[src/rtl/pwm_shadow_gen.sv]
// pwm_shadow_gen: prescaled PWM generator with a period-boundary shadow duty
// register and a one-clock period tick for pacing upstream sequencers.
// Optional build macro PWM_CENTER_ALIGN_EN selects a centre-aligned (triangle)
// counter in place of the default edge-aligned sawtooth.
module pwm_shadow_gen #(
  parameter int unsigned R      = 8,
  parameter int unsigned DVSR_W = 32
) (
  input  logic              clk,
  input  logic              rst,
  input  logic              en,
  input  logic [DVSR_W-1:0] dvsr,
  input  logic [R:0]        duty,
  output logic              pwm_out,
  output logic              period_tick
);

  localparam logic [R-1:0] D_MAX = '1;
  localparam logic [R:0]   FULL  = {1'b1, {R{1'b0}}};

  logic [DVSR_W-1:0] q_q, q_d;
  logic [R-1:0]      d_q, d_d;
  logic [R:0]        shadow_q, shadow_d;
  logic              pwm_q, pwm_d;
  logic              tick_q, tick_d;
  logic [R:0]        duty_sat;
  logic              step;
  logic              wrap;
`ifdef PWM_CENTER_ALIGN_EN
  logic              dir_q, dir_d;
`endif

  // Saturated duty, prescaler step (>= so a lowered divisor never locks up)
  always_comb begin
    duty_sat = (duty > FULL) ? FULL : duty;
    step     = (q_q >= dvsr);
  end

  // Next-state logic for prescaler, period counter, shadow and outputs
  always_comb begin
    q_d      = q_q;
    d_d      = d_q;
    shadow_d = shadow_q;
    pwm_d    = 1'b0;
    tick_d   = 1'b0;
    wrap     = 1'b0;
`ifdef PWM_CENTER_ALIGN_EN
    dir_d    = dir_q;
`endif
    if (!en) begin
      q_d      = '0;
      d_d      = '0;
      shadow_d = duty_sat;
`ifdef PWM_CENTER_ALIGN_EN
      dir_d    = 1'b0;
`endif
    end else begin
      q_d = step ? '0 : q_q + DVSR_W'(1);
`ifdef PWM_CENTER_ALIGN_EN
      // Both turnaround values repeat once: the step that flips dir holds d.
      wrap = step && dir_q && (d_q == '0);
      if (step) begin
        if (!dir_q) begin
          if (d_q == D_MAX) dir_d = 1'b1;
          else              d_d   = d_q + R'(1);
        end else begin
          if (d_q == '0)    dir_d = 1'b0;
          else              d_d   = d_q - R'(1);
        end
      end
`else
      wrap = step && (d_q == D_MAX);
      if (step) d_d = d_q + R'(1);
`endif
      if (wrap) shadow_d = duty_sat;
      pwm_d  = ({1'b0, d_q} < shadow_q);
      tick_d = wrap;
    end
  end

  // State registers with synchronous active-high reset
  always_ff @(posedge clk) begin
    if (rst) begin
      q_q      <= '0;
      d_q      <= '0;
      shadow_q <= '0;
      pwm_q    <= 1'b0;
      tick_q   <= 1'b0;
`ifdef PWM_CENTER_ALIGN_EN
      dir_q    <= 1'b0;
`endif
    end else begin
      q_q      <= q_d;
      d_q      <= d_d;
      shadow_q <= shadow_d;
      pwm_q    <= pwm_d;
      tick_q   <= tick_d;
`ifdef PWM_CENTER_ALIGN_EN
      dir_q    <= dir_d;
`endif
    end
  end

  assign pwm_out     = pwm_q;
  assign period_tick = tick_q;

endmodule

[config.mk]
export PLATFORM = sky130hd
export DESIGN_NAME = pwm_shadow_gen
export DESIGN_NICKNAME = d
export VERILOG_FILES = /design/src/rtl/pwm_shadow_gen.sv
export SDC_FILE = /design/constraint.sdc
export NUM_CORES = 1
export LEC_CHECK = 0
export ABC_AREA = 0
export BUFFER_PORTS_ARGS = -buffer_cell sky130_fd_sc_hd__clkbuf_2
export CAP_MARGIN = 15
export CORE_ASPECT_RATIO = 0.5
export CORE_MARGIN = 8
export CORE_UTILIZATION = 35
export DETAILED_ROUTE_END_ITERATION = 6
export MAX_ROUTING_LAYER = met4
export SYNTH_ARGS = -nofsm -noshare
export SYNTH_HDL_FRONTEND = slang
export SYNTH_SLANG_ARGS = --single-unit
[constraint.sdc]
create_clock -name clk -period 5.5 [get_ports clk]
set_input_delay 0.275 -clock clk [delete_from_list [all_inputs] [get_ports clk]]
set_output_delay 0.275 -clock clk [all_outputs]
set_load 0.01 [all_outputs]
==> results.cfg <==
[die]
core-area_um2 = 8708
dieWidth_um = 149.8
io_pins = 46
fp.dieH_um = 82.92
rows = 24
initial_utilization = 0.3599
die-area_um2 = 12420

[detailed_routing]
dr.pass1.iters = 4
avgRoutedWirePerCell_um = 11.74
vias_per_cell = 4.699
vias = 2533
routed_wl_mm = 6.329
drt.antenna.violating_nets = 0
drc = 0
drtIter0Drc = 122

[synthesis]
synth_xor_area_frac = 0.08663
synth_cells = 378
avgSynthCellArea_um2 = 8.292
muxShareOfSynthArea = 0.03513
synth_adder_area_share = 0.1637
synth_area_um2 = 3134
synth_nets = 463
synth_area_leaders = dfxtp_1 33%, ha_1 16%, nor2_1 5.4%
synthSimpleGateAreaFrac = 0.2383
ys_warn_count = 0
synth_top_family_by_area = simple AND/OR/NAND/NOR gates
ys_async_sr_fraction = 0
yosysTopAreaCell = dfxtp_1
synth_compound_area_frac = 0.08663
ys_seq_area_frac = 0.3257
synth_edf_count = 0
ys_ff_latch = 51
yosys.cell_types.count = 40
synth_flop_cell = dfxtp_1
synth_top_area_share = 0.3257

[clocking]
h-tree-depth = 2
cts_num_sinks = 51
path_clk_slew_ns = 0.06
clk-insertion-delay-late_ns = 0.29
cts_tree = yes
ctsResizeCount = 0
cts-buffers-inserted = 5
cts-root-buf = clkbuf_16
cts_buffer_depth = 2
cts_post_setup_buffers_inserted = 0
cts_hold_buf = 0

[worst_setup_path]
end_kind = register
critPathRequiredTime_ns = 5.71
critPathLaunchType = register
worstSetupPathType = reg2reg
worstPathArrival_ns = 3.33
path_max_fanout = 31

[finish]
layout_commonest_cell = dfxtp_1
seq_area_um2 = 1021
final_cell_mix = 51 x dfxtp_1, 45 x nor2_1, 45 x clkbuf_2, 43 x inv_1, 41 x ha_1
final_nets = 506
nFillCells = 904
multiInputGateArea_um2 = 1913
drive_above_1_share = 0.1351
antenna_cells = 0
fin_area_um2 = 3641
syn2layout_area_growth_pct = 16.17

[place]
port_buffers = 45
gp_congestion = 0.7920
dpl.hpwl_mm = 4.855
placed_area_um2 = 3467
pre_cts_ws_ns = 2.360

[sta]
finalSetupViolCount = 0
finClkSkew_ns = 0.006739
max_freq_mhz = 320.0
rsz0062_at_grt = no
finalHoldViolations = 0
setup_slack_ns = 2.375
hold_ws_ns = 0.2005
finalMaxSlewViolations = 0
min_period_ns = 3.125
post-route-period-util = 0.5682
finalSetupTns_ns = 0
worst_slew_pin_slew_ns = 1.030
max-slew-margin-rel = 0.3116

[flow_run]
max_cap_violations = 0

[run_status]
status = completed

[global_route]
grt_start_max_net_pins = 32
grt_pass1_vias = 2387
grt_use_total = 0.1101
antenna_found_initial = 0
gr-total-overflow = 0
grt_first_pass_wirelength_mm = 11.03

[pwr]
p_leak_uw = 0.001685
total_power_uw = 795.4
power.density_nw_per_um2 = 218.5
vdd_ir_drop_max_uv = 122.8

[worst_hold_path]
hold_path.class = in2reg
[metrics by stage]
stage | instances | utilization
after global placement | 531 | 0.3981
after CTS | 539 | 0.4181
after detailed placement | 531 | 0.3981
after global routing | 539 | 0.4181
final | 539 | 0.4181
after floorplan | 378 | -
[cell usage after synthesis, types with 2 or more instances]
cell type / instances
o21a_1: 2
a21o_1: 4
or3_1: 2
nor2b_1: 2
nand4_1: 10
nand2_1: 28
clkbuf_1: 6
xor2_1: 16
o21ai_0: 7
and4_1: 4
nand2b_1: 15
and3_1: 14
a21oi_1: 14
a31o_2: 2
nand3_1: 19
mux2i_1: 11
and2_1: 2
ha_1: 41
nor4_1: 2
nor3_1: 4
xnor2_1: 15
dfxtp_1: 51
inv_1: 43
a2111oi_0: 2
nor2_1: 45
o211ai_1: 2
o31ai_1: 2
[sequential cells by signal (all words and copies together) (netlist names)]
register,flops
shadow_q,9
period_tick,1
q_q,32
d_q,8
pwm_out,1
[logic make-up after synthesis]
kind of cell               Yosys count
muxes                               11
DFF                                 51
and+or+nand+nor                    150
xor gates and xnor gates            31
buffers and inverters               52
AOI/OAI and AO/OA                   42
adders and majority gates           41
[final cells by class]
cell class | count | share of cell area
multi-input combinational | 275 | 0.5254
sequential | 51 | 0.2804
timing repair buffer | 45 | 0.06186
inverter | 43 | 0.04433
tap | 117 | 0.04021
clock buffer | 6 | 0.03814
clock inverter | 2 | 0.009622
[critical path, stage by stage (launching register included)]
cell	delay [ns]
dfxtp_1	0.39
inv_1	0.06
ha_1	0.26
nand2b_1	0.14
a2111oi_0	0.45
o31ai_1	0.15
o31ai_1	0.27
and2_1	0.34
nand2_1	0.66
nor2_1	0.31
[final timing paths]
check                                                end                startpoint  slack [ns]  cells after the start
worst max-delay path                  q_q[14]$_SDFF_PP0_         q_q[0]$_SDFF_PP0_        2.37                      9
worst min-delay path            shadow_q[3]$_SDFFE_PP0P_                   duty[3]        0.20                      3
worst max register to register        q_q[14]$_SDFF_PP0_         q_q[0]$_SDFF_PP0_        2.37                      9
worst min register to register  shadow_q[8]$_SDFFE_PP0P_  shadow_q[8]$_SDFFE_PP0P_        0.47                      2
[layer usage]
metal / global-route usage / up-vias / routed length (um)
met1: 0.1420 / 1125 / 3206
li1: - / 1369 / -
met4: 0.04054 / 0 / 92
met3: 0.02868 / 7 / 239
met5: - / - / 0
met2: 0.1622 / 32 / 2791
[power breakdown]
group	switching (uW)	total (uW)	internal (uW)	leakage [uW]
Sequential	2.36	376	373	0.000412
Clock	137	363	226	0.0000868
Combinational	29.0	56.7	27.7	0.00119
Total	168	795	627	0.00168
No activity file was read; power rests on OpenSTA's default activity.
